`src/rtl/fb_loader.sv`:
```
// -----------------------------------------------------------------------------
// fb_loader
//
// Framebuffer writer for the 64x64 LED panel driver. Takes a byte stream of
// RGB444 top/bottom pixel pairs over a valid/ready handshake, repacks each
// pair into the panel's bit-plane word and issues one framebuffer write per
// pair. Three stream bytes per word:
//   b0 = {R_t, G_t}, b1 = {B_t, R_b}, b2 = {G_b, B_b}
// and plane i of the word is {R_t[i], G_t[i], B_t[i], R_b[i], G_b[i], B_b[i]}.
//
// Optional feature: define FB_LOADER_CHECKSUM_EN to accumulate an 8-bit XOR
// of every data byte in a frame and consume one trailing checksum byte after
// the last write of the frame. Without it, chk_err is tied low.
//
// Ports:
//   clk            system clock
//   rst            synchronous active-high reset
//   sof            start-of-frame pulse; resynchronises address and byte phase
//   in_data        stream byte
//   in_valid       in_data valid
//   in_ready       loader can accept a byte (low while writing and in reset)
//   mem_w_address  framebuffer word address {row, col}
//   mem_w_data     bit-plane packed word
//   we_a           write strobe, one cycle per word
//   frame_done     one-cycle pulse when a frame completes
//   busy           high from first accepted byte of a frame until frame_done
//   chk_err        checksum mismatch flag, held until sof or rst
// -----------------------------------------------------------------------------
module fb_loader #(
    parameter int NUM_COLS  = 64,
    parameter int NUM_ROWS  = 64,
    parameter int BIT_DEPTH = 4
) (
    input  logic                                            clk,
    input  logic                                            rst,
    input  logic                                            sof,
    input  logic [7:0]                                      in_data,
    input  logic                                            in_valid,
    output logic                                            in_ready,
    output logic [$clog2(NUM_COLS)+$clog2(NUM_ROWS/2)-1:0]  mem_w_address,
    output logic [6*BIT_DEPTH-1:0]                          mem_w_data,
    output logic                                            we_a,
    output logic                                            frame_done,
    output logic                                            busy,
    output logic                                            chk_err
);

    localparam int ADDR_W = $clog2(NUM_COLS) + $clog2(NUM_ROWS / 2);
    localparam int DATA_W = 6 * BIT_DEPTH;
    localparam logic [ADDR_W-1:0] LAST_ADDR = ADDR_W'(NUM_COLS * (NUM_ROWS / 2) - 1);

    typedef enum logic [2:0] {
        S_B0,   // waiting for {R_t, G_t}
        S_B1,   // waiting for {B_t, R_b}
        S_B2,   // waiting for {G_b, B_b}
        S_WR,   // write cycle, input stalled
        S_CHK   // waiting for trailing checksum byte
    } state_t;

    state_t            state;
    state_t            state_nxt;
    logic [ADDR_W-1:0] addr;
    logic [7:0]        byte0;
    logic [7:0]        byte1;
    logic              accept;
    logic              take_b0;
    logic              take_b1;
    logic              take_b2;
    logic              last_wr;
    logic              frame_end;

    // Plane i collects bit i of each of the six colour nibbles.
    function automatic logic [DATA_W-1:0] pack_word(input logic [7:0] b0,
                                                    input logic [7:0] b1,
                                                    input logic [7:0] b2);
        logic [DATA_W-1:0] w;
        w = '0;
        for (int i = 0; i < BIT_DEPTH; i++) begin
            w[6*i +: 6] = {b0[4+i], b0[i], b1[4+i], b1[i], b2[4+i], b2[i]};
        end
        return w;
    endfunction

    assign in_ready = !rst && (state != S_WR);
    assign accept   = in_valid && in_ready;

    // A byte accepted together with sof always opens a new pair, whatever
    // phase the loader was in.
    assign take_b0 = accept && (sof || state == S_B0);
    assign take_b1 = accept && !sof && (state == S_B1);
    assign take_b2 = accept && !sof && (state == S_B2);
    assign last_wr = (state == S_WR) && (addr == LAST_ADDR);

`ifdef FB_LOADER_CHECKSUM_EN
    logic take_chk;
    assign take_chk  = accept && !sof && (state == S_CHK);
    assign frame_end = take_chk;
`else
    assign frame_end = last_wr;
`endif

    // -------------------------------------------------------------------------
    // Next-state logic
    // -------------------------------------------------------------------------
    always_comb begin
        // NOTE: default assigned first so every path drives state_nxt and no latch is inferred.
        state_nxt = state;
        case (state)
            S_B0:    if (accept) state_nxt = S_B1;
            S_B1:    if (accept) state_nxt = S_B2;
            S_B2:    if (accept) state_nxt = S_WR;
`ifdef FB_LOADER_CHECKSUM_EN
            S_WR:    state_nxt = last_wr ? S_CHK : S_B0;
            S_CHK:   if (accept) state_nxt = S_B0;
`else
            S_WR:    state_nxt = S_B0;
`endif
            default: state_nxt = S_B0;
        endcase
        // In S_WR accept is low, so sof there lets the write finish and lands in S_B0.
        if (sof) begin
            state_nxt = accept ? S_B1 : S_B0;
        end
    end

    // -------------------------------------------------------------------------
    // State, address and output registers
    // -------------------------------------------------------------------------
    always_ff @(posedge clk) begin
        // NOTE: non-blocking assignments so every register samples pre-edge values.
        if (rst) begin
            state         <= S_B0;
            addr          <= '0;
            mem_w_address <= '0;
            mem_w_data    <= '0;
            we_a          <= 1'b0;
            frame_done    <= 1'b0;
            busy          <= 1'b0;
        end else begin
            state      <= state_nxt;
            we_a       <= 1'b0;
            frame_done <= frame_end;

            if (take_b2) begin
                mem_w_address <= addr;
                mem_w_data    <= pack_word(byte0, byte1, in_data);
                we_a          <= 1'b1;
            end

            if (sof) begin
                addr <= '0;
            end else if (state == S_WR) begin
                addr <= (addr == LAST_ADDR) ? '0 : addr + 1'b1;
            end

            if (frame_end) begin
                busy <= 1'b0;
            end else if (accept) begin
                busy <= 1'b1;
            end else if (sof) begin
                busy <= 1'b0;
            end
        end
    end

    // NOTE: pair holding bytes need no reset; each is written before it is read.
    always_ff @(posedge clk) begin
        if (take_b0) byte0 <= in_data;
        if (take_b1) byte1 <= in_data;
    end

    // -------------------------------------------------------------------------
    // Frame checksum
    // -------------------------------------------------------------------------
`ifdef FB_LOADER_CHECKSUM_EN
    logic [7:0] chk_acc;

    always_ff @(posedge clk) begin
        if (rst) begin
            chk_acc <= '0;
            chk_err <= 1'b0;
        end else if (sof) begin
            chk_acc <= accept ? in_data : 8'h00;
            chk_err <= 1'b0;
        end else if (take_chk) begin
            chk_acc <= '0;
            if (in_data != chk_acc) chk_err <= 1'b1;
        end else if (accept) begin
            chk_acc <= chk_acc ^ in_data;
        end
    end
`else
    assign chk_err = 1'b0;
`endif

endmodule

```
`config.mk`:
```
export PLATFORM = sky130hd
export DESIGN_NAME = fb_loader
export DESIGN_NICKNAME = d
export VERILOG_FILES = /design/src/rtl/fb_loader.sv
export SDC_FILE = /design/constraint.sdc
export NUM_CORES = 1
export LEC_CHECK = 0
export BUFFER_PORTS_ARGS = -buffer_cell sky130_fd_sc_hd__clkbuf_2
export CAP_MARGIN = 20
export CORE_ASPECT_RATIO = 0.6
export CORE_MARGIN = 5
export CORE_UTILIZATION = 25
export CTS_CLUSTER_SIZE = 30
export DETAILED_ROUTE_END_ITERATION = 8
export SKIP_LAST_GASP = 1
export SLEW_MARGIN = 15
export SYNTH_ARGS = -nofsm -noshare
export SYNTH_HDL_FRONTEND = slang
export SYNTH_SLANG_ARGS = --single-unit
```
`constraint.sdc`:
```
create_clock -name clk -period 3.6 [get_ports clk]
set_input_delay 0.36 -clock clk [delete_from_list [all_inputs] [get_ports clk]]
set_output_delay 0.36 -clock clk [all_outputs]
set_load 0.03 [all_outputs]
```
**Yosys cells after proc, flatten, opt, wreduce, memory -nomap -nowiden**

Index checks and enable logic that the tools add are counted.

- Bits in registers: 68
- Output and inout bits: 40
- Input bits: 12

- Equal/unequal tests: 8
- Add/subtract/negate cells: 1
- Muxes and demuxes: 10
- Reduce and logical (&&, ||, !) cells: 15

Operators by type and width:

| cell | number |
|---|---|
| 2-to-1 mux 3 bit | 4 |
| adder 11 x 1 -> 11 bit, second input constant | 1 |
| equality test 11 bit, second input constant | 1 |
| 2-to-1 mux 11 bit | 1 |
| != test 3 bit, second input constant | 3 |
| case mux 3 bit (3 select lines) | 1 |
| logical AND 1 bit | 7 |
| equality test 3 x 2 -> 1 bit, second input constant | 2 |
| 2-to-1 mux 1 bit | 4 |
| OR reduction 2 bit | 2 |
| equality test 3 x 1 -> 1 bit, second input constant | 1 |
| logical NOT 3 bit | 1 |
| != test 3 x 2 -> 1 bit, second input constant | 1 |
| AND reduction 3 bit | 1 |
| logical NOT 1 bit | 2 |
| nonzero test 2 bit | 1 |
| logical OR 1 bit | 1 |

**Depth between registers and ports, before layout**

Gate-level depths: netlist (run 1).

- Word-level depth: 6
- Depth in mapped cells: 6

**Worst setup path before layout (run 1)**

OpenSTA, ideal clock, no wires.

- Path type: reg-to-reg
- From: reg state[0]
- To: reg byte1[0], enable pin
- Stages on the path, launching flop included: 6
- Data arrival time: 1.632 ns
- Slack: 1.636 ns
- Library setup time: 0.332 ns
- Period minus slack after synthesis: 1.964 ns
- Path through: dfxtp_1 -> ha_1 -> buf_4 -> nor4b_4 -> buf_4 -> and2_1

- Cells in the longest elaborated chain, start to end: 5
- Elaborated cells between the ends (all ways): 6

RTL lines:

| element | line | source |
|---|---|---|
| from (decl) | 60 | `state_t state;` |
| from (signal assigned) | 140 | `state <= state_nxt;` |
| != test 3 x 2 -> 1 bit | 84 | `assign in_ready = !rst && (state != S_WR);` |
| logical AND 1 bit | 84 |  |
| logical AND 1 bit | 85 | `assign accept = in_valid && in_ready;` |
| logical AND 1 bit | 90 | `assign take_b1 = accept && !sof && (state == S_B1);` |
| logical AND 1 bit * | 90 |  |
| via take_b1 | 67 | `logic take_b1;` |
| to (signal assigned) | 169 | `if (take_b1) byte1 <= in_data;` |
| to (decl) | 64 | `logic [7:0] byte1;` |

The timed path passes the listed nets; every way through them passes the cells marked *.
A chain may end at the register's enable or synchronous reset.

**Final worst setup path (run 1)**

- From: reg state[0]
- To: reg mem_w_address[2]

- Cells in the longest elaborated chain, start to end: 5
- Elaborated cells between the ends (all ways): 6

RTL lines:

| element | line | source |
|---|---|---|
| != test 3 x 2 -> 1 bit | 84 |  |
| logical AND 1 bit | 84 |  |
| logical AND 1 bit | 85 |  |
| logical AND 1 bit | 91 | `assign take_b2 = accept && !sof && (state == S_B2);` |
| logical AND 1 bit * | 91 |  |
| to (signal assigned) | 145 | `mem_w_address <= addr;` |
| to (decl) | 40 | `output logic [$clog2(NUM_COLS)+$clog2(NUM_ROWS/2)-1:0] mem_w_address,` |

Mark *: on every way between the ends. The rest lies on a longest branch, timed or not.

==> results of run 1 <==
[final cells by class]
| cell class | instances | area [sq um] | share of cell area, % |
|---|---|---|---|
| flip-flops and latches | 67 | 1500 | 45.4 |
| multi-input cells | 170 | 1020 | 30.8 |
| repair buffers | 55 | 308 | 9.30 |
| clock buffers | 12 | 268 | 8.09 |
| well taps | 139 | 174 | 5.26 |
| clock inverters | 4 | 22.5 | 0.681 |
| inverters | 4 | 15.0 | 0.454 |
[cells in the mapped netlist (all sizes together) (2+ instances only)]
cell    instances
dfxtp          51
a21oi          40
o21ai          39
nand3          38
edfxtp         16
clkbuf         14
buf            10
nor2            6
ha              5
nand4           5
a211oi          4
inv             4
nand2           4
nor3            4
or3             4
xor2            3
o31ai           2
or4             2
or4b            2
[final timing paths]
| path | cells after the start | startpoint | endpoint | slack (ps) |
|---|---|---|---|---|
| setup / recovery | 5 | state[0]$_SDFFE_PP0P_ | mem_w_address[2]$_SDFFE_PP0P_ | 1230 |
| hold / removal | 1 | in_data[5] | byte0[5]$_DFFE_PP_ | 250 |
| setup reg to reg | 5 | state[0]$_SDFFE_PP0P_ | mem_w_address[2]$_SDFFE_PP0P_ | 1230 |
| hold reg to reg | 2 | mem_w_address[7]$_SDFFE_PP0P_ | mem_w_address[7]$_SDFFE_PP0P_ | 480 |
[per-layer routing]
layer,vias to the layer above,track usage [%],part of all wire (%)
li1,1052,-,-
met1,993,16.0,51
met2,63,14.2,40
met3,9,4.88,8.3
met4,0,3.61,1.1
met5,-,0,0
[where the power goes]
group | internal, mW | leakage, nW | switching [mW]
registers | 0.778 | 0.558 | 0.00276
logic | 0.0150 | 0.486 | 0.0447
clock network | 0.523 | 0.143 | 0.310
total | 1.32 | 1.19 | 0.358
[registers in the layout, summed over array words and instances, names as in the netlist]
name and count:
mem_w_data 24, addr 11, mem_w_address 11, byte0 8
byte1 8, state 2, busy 1, frame_done 1
we_a 1
[kinds of logic after synthesis]
family,after synthesis,share of synthesized area [%]
AO/OA/AOI/OAI,87,17.3
adder cells (fa/ha/maj),5,2.34
multiplexers,1,0.374
XOR/XNOR,4,1.31
buffers and inverters,28,5.84
AND/OR/NAND/NOR,72,16.6
other,1,0.140
flip-flops,67,56.1
[through the flow]
stage | util, % | std cells | worst slack, ps | hold slack (ps) | power [mW]
floorplan | - | 265 | 1640 | 459 | 0.836
global placement | 28.4 | 434 | 1280 | 467 | 0.853
detailed placement | 28.4 | 434 | 1230 | 461 | 0.855
CTS | 31.2 | 450 | 1230 | 237 | 1.69
global route | 31.4 | 451 | 1130 | 238 | 1.74
finish | 31.4 | 451 | 1230 | 247 | 1.67
[layout by cell type (no fill, tap or decap), types with 2 or more instances in the layout]
master and count:
o31ai_1 2, clkinv_2 3, a21oi_1 40, clkbuf_2 50, inv_1 4, a211oi_1 3, edfxtp_1 16, nor3_1 4
or3_1 3, o21ai_0 10, nand4_1 3, nor2_1 6, buf_4 4, or4b_1 2, clkbuf_16 10, xor2_1 3
nand3_1 38, nand2_1 4, ha_1 5, o21ai_1 29, dfxtp_1 51
==> key figures, run 1 <==
Run status
  • Run status: finished, final reports clean

Run
  • Maxcap violations: 0

Floorplanning
  • Core Rows: 29
  • Die ar.: 12,900 sq um
  • Die height: between 90 and 100 um
  • Core ar.: 10,500 sq um
  • Initial core utilization: 25.4%
  • Die width: 144 um
  • Io pins: 52

Global route
  • Initial antenna violation count: 0
  • First-pass GRT wire length: ~11,000 um
  • Vias in the first global route: between 2,000 and 2,500
  • Overflow after GRT: 0
  • Largest net degree at the start of global routing: 43
  • Tot GR Track Use: 11.0%

Pwr
  • VDD IR max: 0.217 mV
  • Pwr Density: roughly 510 nW/um^2
  • Leak: between 1 and 1.5 nW

CTS
  • Clock Tree Buf Depth: 2
  • Post-CTS sizing: 0
  • Setup Buffers After CTS: 0
  • CTS H-Tree Depth: 3
  • Clock-pin slew on the worst setup and hold paths: 50 ps
  • Clock Latency Late Sink: 330 ps
  • CTS buffer count: 9
  • Hold_buf cts: 0
  • TritonCTS clock tree: built
  • Clock Sinks: 67
  • Root Driver: clkbuf_16

Synthesis
  • Unique cell type count in the Yosys netlist: 40
  • Post-synth top area cell: dfxtp_1
  • Post-synth EDFFs: 16
  • Yosys warns: 0
  • Dominant cells by area after synthesis: dfxtp_1, edfxtp_1, a21oi_1
  • Share of the synthesized area in the top cell type: about two fifths
  • Syn nets: 282
  • Post-synth design cell area: 2680 sq um
  • Ys async rst share: 0%
  • Mapped Avg Cell Area: 10.1 sq um
  • Post-Syn Instances: approximately 270
  • #FFs+latches synth: 67
  • Sequential area share after synthesis: 56.1%
  • Top_reg_cell synth: dfxtp_1

Layout
  • Nets: 324
  • Share of layout cells above drive strength 1: 25.3%
  • Fill count: between 1,000 and 1,500
  • Antenna diodes: 0
  • Design Area, Final: 3310 sq um
  • Area Overhead vs Synth: 23.6%

Route
  • Drc violations: 0
  • Vias: about 2,100
  • Vias per Instance: 4.69
  • Post-route ant nets: 0
  • Initial drt markers: 172
  • Router iterations before antenna repair: 4
  • DRT Wirelength: 6750 um
  • Wire per inst: 15.0 um

Setup path
  • Critical Path RT: 3790 ps
  • CP bufs+invs: 1
  • Arrival time at the worst endpoint: 2570 ps
  • Max incr delay on CP: 900 ps
  • Worst Path Max Fanout: 20
  • Family with the most delay on the worst path: simple AND/OR/NAND/NOR gates
  • Slowest cell on crit path: or4b_1
  • Worst-path cell chain: ha_1 -> or4b_1 -> buf_4 -> o21ai_0 -> a21oi_1
  • CP Class: reg2reg
  • Crit. End Element: flip-flop
  • Type of origin of the critical path: flip-flop

Timing
  • Tmin final: around 2400 ps
  • Final slew viol count: 0
  • Fin. Hold Viols: 0
  • RSZ-0062 raised after global routing: false
  • Finish-stage setup viols: 0
  • Max Clock Skew: 3.17 ps
  • Slew at the pin closest to its max-slew limit: approximately 810 ps
  • Slew HR: a little under half
  • Tcrit/Tclk final: about two thirds
  • Setup TNS: 0 ps
  • Fmax: between 400 and 500 MHz

Placement
  • DP HPWL: 4570 um
  • IO buf count: 50
  • DP Area: 2990 sq um
  • GPL Wtd Cong: ~0.76

Worst hold path
  • Type of the tightest min-delay check: in2reg
(Power assumes the default switching activity.)
==> inputs of run 2 (changes only) <==
- clock period: 3.6 -> 2.3 ns (I/O delays scaled with it)
==> run 2 against run 1 <==
Effect of this change: wire length is 0.58% higher; non-clock buffer count is 4 higher; first-iteration DRC count is 23% lower; clock power is 44% higher; register-to-register slack worse by 870 ps; sequential share of layout area is 0.26 points higher; critical path type unchanged.
==> key figures, run 2 (synthesis gave the netlist of run 1 again) <==
Run status
  • Run status: finished, final reports clean

CTS
  • Clock Latency Late Sink: 330 ps
  • Clock-pin slew on the worst setup and hold paths: approximately 50 ps
  • CTS buffer count: 9
  • Root Driver: clkbuf_16
  • Hold_buf cts: 0
  • TritonCTS clock tree: built
  • Post-CTS sizing: 0
  • Clock Tree Buf Depth: 2
  • CTS H-Tree Depth: 3
  • Setup Buffers After CTS: 0
  • Clock Sinks: 67

Timing
  • Finish-stage setup viols: 0
  • Slew HR: 62.6%
  • Tmin final: 1940 ps
  • Tcrit/Tclk final: 84.5%
  • Final slew viol count: 0
  • Max Clock Skew: 5.89 ps
  • Fmax: 514 MHz
  • RSZ-0062 raised after global routing: false
  • Setup TNS: 0 ps
  • Fin. Hold Viols: 0
  • Slew at the pin closest to its max-slew limit: around 560 ps

Pwr
  • Sw power: 0.553 mW
  • Combinational share of power: 3.7%
  • Leak: roughly 1.2 nW
  • Sequential Power Share: 48.6%
  • Internal Power: 1.96 mW
  • VDD IR max: 0.399 mV
  • Pwr Density: 764 nW/um^2
  • Switching Share: 22.0%
  • Clk pwr share: 47.6%

Floorplanning
  • Die height: 90.2 um
  • Io pins: 52
  • Core ar.: 10,500 sq um
  • Die ar.: between 10,000 and 15,000 sq um
  • Core Rows: 29
  • Initial core utilization: 25.4%
  • Die width: between 100 and 150 um

Route
  • Initial drt markers: between 100 and 150
  • Wire per inst: about 15 um
  • Drc violations: 0
  • Vias: 2,092
  • Router iterations before antenna repair: 4
  • Vias per Instance: 4.60
  • DRT Wirelength: 6790 um
  • Post-route ant nets: 0

Setup path
  • Worst Path Max Fanout: 10
  • Critical Path RT: 2500 ps
  • CP Class: reg2reg
  • Type of origin of the critical path: flip-flop
  • FF-to-FF path depth: 5
  • Crit. End Element: flip-flop
  • Arrival time at the worst endpoint: 2140 ps

Worst hold path
  • Hold depth: 1
  • Type of the tightest min-delay check: in2reg

Placement
  • DP HPWL: 4670 um
  • Placed Cells: 439
  • GPL Wtd Cong: 0.802
  • IO buf count: 50

Layout
  • Top Registers: mem_w_data: 24 flops, addr: 11 flops, mem_w_address: 11 flops
  • Nets: 328
  • Largest Register: mem_w_data
  • Final core occ: 31.3%
  • Antenna diodes: 0
  • Commonest non-fill, non-tap cell in the layout: dfxtp_1
  • Fin cells: 455
  • Share of layout cells above drive strength 1: 26.3%
  • Fill count: 1,112
  • Area Overhead vs Synth: 22.9%
  • Multi-input logic area: 1020 sq um
  • Sequential Area: 1500 sq um
  • Commonest cells after routing, fill and taps aside: dfxtp_1, clkbuf_2, a21oi_1, nand3_1, o21ai_1
  • Max reg flops: 24

Global route
  • Largest net degree at the start of global routing: 41
  • Tot GR Track Use: 11.2%
  • Vias in the first global route: just over 2,000
  • Initial antenna violation count: 0
  • First-pass GRT wire length: 11,200 um
  • Overflow after GRT: 0

Run
  • Maxcap violations: 0
## run 2: cell count changes in the layout (fill, tap and decap cells not counted)
cell / before / now
buf_16: 1 / 0
buf_4: 4 / 9
clkbuf_16: 10 / 9
clkbuf_8: 1 / 0
clkinv_2: 3 / 5
## run 2: final cells by class
type                    instances  area share [%]
multi-input cells             170            31.0
clock buffers                  10            6.96
clock inverters                 6           0.989
flip-flops and latches         67            45.6
inverters                       4           0.456
repair buffers                 59            9.66
well taps                     139            5.29
## run 2: path summary, 6_finish.rpt
path                    startpoint               endpoint  slack, ps
max          state[0]$_SDFFE_PP0P_  state[0]$_SDFFE_PP0P_        360
min                     in_data[7]     byte1[7]$_DFFE_PP_        110
max reg2reg  state[0]$_SDFFE_PP0P_  state[0]$_SDFFE_PP0P_        360
min reg2reg      busy$_SDFFE_PP0P_      busy$_SDFFE_PP0P_        460
## run 2: stage by stage
step	setup slack, ps	cell area (sq um)	power [mW]	hold WS (ps)
after global routing	224	3290	2.63	95.8
after global placement	425	3030	1.34	452
final	356	3290	2.51	106
after CTS	370	3290	2.56	92.2
after detailed placement	378	3030	1.34	445
after floorplan	336	2680	1.31	329
## run 2: power by group through the flow
stage | sequential (mW) | clock, mW | combinational [mW]
floorplan | 1.25 | 0 | 0.0595
global placement | 1.25 | 0 | 0.0932
detailed placement | 1.25 | 0 | 0.0950
CTS | 1.22 | 1.24 | 0.0954
global route | 1.22 | 1.30 | 0.105
finish | 1.22 | 1.20 | 0.0941
## run 2: metal layers
metal | up-vias | GRT usage (%) | part of all wire, %
li1 | 1061 | - | -
met1 | 961 | 15.9 | 51
met2 | 63 | 13.8 | 37
met3 | 7 | 6.84 | 11
met4 | 0 | 3.06 | 0.96
met5 | - | 0 | 0
## run 2: critical path: stages, from the launching register on
cell	delay (ps)
dfxtp_1	340
ha_1	260
buf_4	190
or3b_1	480
a2111oi_0	460
a211oi_1	90
==> inputs of run 3 (changes only) <==
- clock period: 2.3 -> 1.6 ns (I/O delays scaled with it)
==> run 3 against run 2 <==
Effect of this change: the run now ends with setup timing left; non-clock buffer count up 19; worst setup slack worse by 370 ps; sequential power up 44%; final cell count up 4.2%; die area unchanged; sequential share of layout area down 3.8 points; utilization up 2.9 points; critical endpoint is now mem_w_address[10]$_SDFFE_PP0P_.
==> key figures, run 3 (synthesis gave the netlist of run 1 again) <==
Run status
  • Run status: finished, violations left
  • Failing checks: setup timing

Timing
  • Fmax: 620 MHz
  • Fin. Hold Viols: 0
  • Max Clock Skew: 5.21 ps
  • Setup TNS: -12.3 ps
  • RSZ-0062 raised after global routing: true
  • Finish-stage setup viols: 1
  • Tcrit/Tclk final: 101%
  • Final WS setup: -12.3 ps
  • Final slew viol count: 0
  • Tmin final: 1610 ps

Route
  • Post-route ant nets: 0
  • Vias: around 2,200
  • Wire per inst: 16.0 um
  • Drc violations: 0
  • DRT Wirelength: around 7600 um
  • Router iterations before antenna repair: 4
  • Initial drt markers: 114
  • Vias per Instance: 4.74

Floorplanning
  • Die ar.: 12,900 sq um
  • Die height: 90.2 um
  • Core ar.: roughly 11,000 sq um
  • Io pins: 52
  • Initial core utilization: between 20 and 30%
  • Core Rows: 29
  • Die width: around 140 um

Setup path
  • CP Class: reg2reg
  • Slowest cell on crit path: or4b_4
  • Arrival time at the worst endpoint: 1810 ps
  • Family with the most delay on the worst path: simple AND/OR/NAND/NOR gates
  • CP bufs+invs: 1
  • Critical Path RT: 1800 ps
  • Crit. End Element: flip-flop
  • Max incr delay on CP: 540 ps
  • Worst-path cell chain: ha_4 -> or4b_4 -> clkbuf_16 -> o21ai_2 -> a21oi_2
  • Type of origin of the critical path: flip-flop
  • Worst Path Max Fanout: 16

Layout
  • Commonest cells after routing, fill and taps aside: clkbuf_2, dfxtp_1, a21oi_1, nand3_1, o21ai_1
  • Design Area, Final: 3600 sq um
  • Fin cells: 474
  • Max reg flops: 24
  • Commonest non-fill, non-tap cell in the layout: clkbuf_2
  • Final core occ: 34.2%
  • Largest Register: mem_w_data
  • Share of layout cells above drive strength 1: 33.7%
  • Area Overhead vs Synth: 34.3%
  • Nets: 347
  • Antenna diodes: 0
  • Top Registers: mem_w_data: 24 flops, addr: 11 flops, mem_w_address: 11 flops

Global route
  • Tot GR Track Use: 11.3%
  • Initial antenna violation count: 0
  • Overflow after GRT: 0
  • First-pass GRT wire length: 11,400 um
  • Largest net degree at the start of global routing: 37
  • Vias in the first global route: 2,209

CTS
  • TritonCTS clock tree: built
  • CTS buffer count: 9
  • Hold_buf cts: 0
  • CTS H-Tree Depth: 3
  • Clock Sinks: 67
  • Clock-pin slew on the worst setup and hold paths: 50 ps
  • Clock Latency Late Sink: 320 ps
  • Clock Tree Buf Depth: 2
  • Root Driver: clkbuf_16

Pwr
  • VDD IR max: roughly 0.56 mV
  • Internal Power: about 3.0 mW
  • Sequential Power Share: 46.2%
  • Switching Share: 21.2%
  • Leak: 1.33 nW
  • Sw power: 0.806 mW
  • Clk pwr share: about half
  • Combinational share of power: 4.8%
  • Pwr Density: 1060 nW/um^2

Worst hold path
  • Type of the tightest min-delay check: in2reg

Placement
  • IO buf count: 50
  • Post-Place Setup Slack: -64.9 ps
  • DP Area: 3170 sq um
  • Placed Cells: 451
  • GPL Wtd Cong: approximately 0.78
  • DP HPWL: around 4900 um

Run
  • Maxcap violations: 0
[run 3: per-layer routing]
layer	vias up	share of wire, %	global-route usage [%]
li1	1105	-	-
met1	1064	52	16.5
met2	71	40	14.8
met3	6	7.8	4.72
met4	0	0.73	3.45
met5	-	0	0
[run 3: what timing repair did]
| action | 4_1_cts | 5_1_grt |
|---|---|---|
| resized for setup | 4 | 20 |
| pin swaps | 0 | 2 |
| endpoints found under the setup margin | 44 | 48 |
| setup buffers | 0 | 4 |
| cloned | 0 | 3 |
[run 3: final timing paths]
check                             start                        endpoint  depth (start not counted)  slack, ps
max               state[1]$_SDFFE_PP0P_  mem_w_address[10]$_SDFFE_PP0P_                          5        -10
max reg2reg       state[1]$_SDFFE_PP0P_  mem_w_address[10]$_SDFFE_PP0P_                          5        -10
min reg2reg  mem_w_data[6]$_SDFFE_PP0P_      mem_w_data[6]$_SDFFE_PP0P_                          2        480
min                          in_data[6]              byte1[6]$_DFFE_PP_                          1         60
[run 3: metrics by stage]
step	hold WS, ps	total power [mW]
2_1_floorplan	259	1.89
3_3_place_gp	382	1.94
3_5_place_dp	384	1.95
4_1_cts	43.8	3.83
5_1_grt	42.3	3.93
6_report	56.4	3.80
[run 3: worst register-to-register path, stage by stage (launching register included)]
cell and delay [ps]:
dfxtp_2 330, ha_4 170, or4b_4 540, clkbuf_16 220, o21ai_2 160, a21oi_2 70
[run 3: final cells by class]
type | instances | area [sq um]
sequential | 67 | 1500
multi-input combinational | 170 | 1100
timing repair buffer | 78 | 522
tap | 139 | 174
inverter | 4 | 15.0
fill | 1086 | 6930
clock inverter | 7 | 58.8
clock buffer | 9 | 225
[run 3: power groups by stage]
stage,clock (mW),sequential [mW],combinational [mW]
2_1_floorplan,0,1.80,0.0908
3_3_place_gp,0,1.79,0.152
3_5_place_dp,0,1.79,0.155
4_1_cts,1.91,1.76,0.159
5_1_grt,1.97,1.76,0.197
6_report,1.86,1.76,0.181
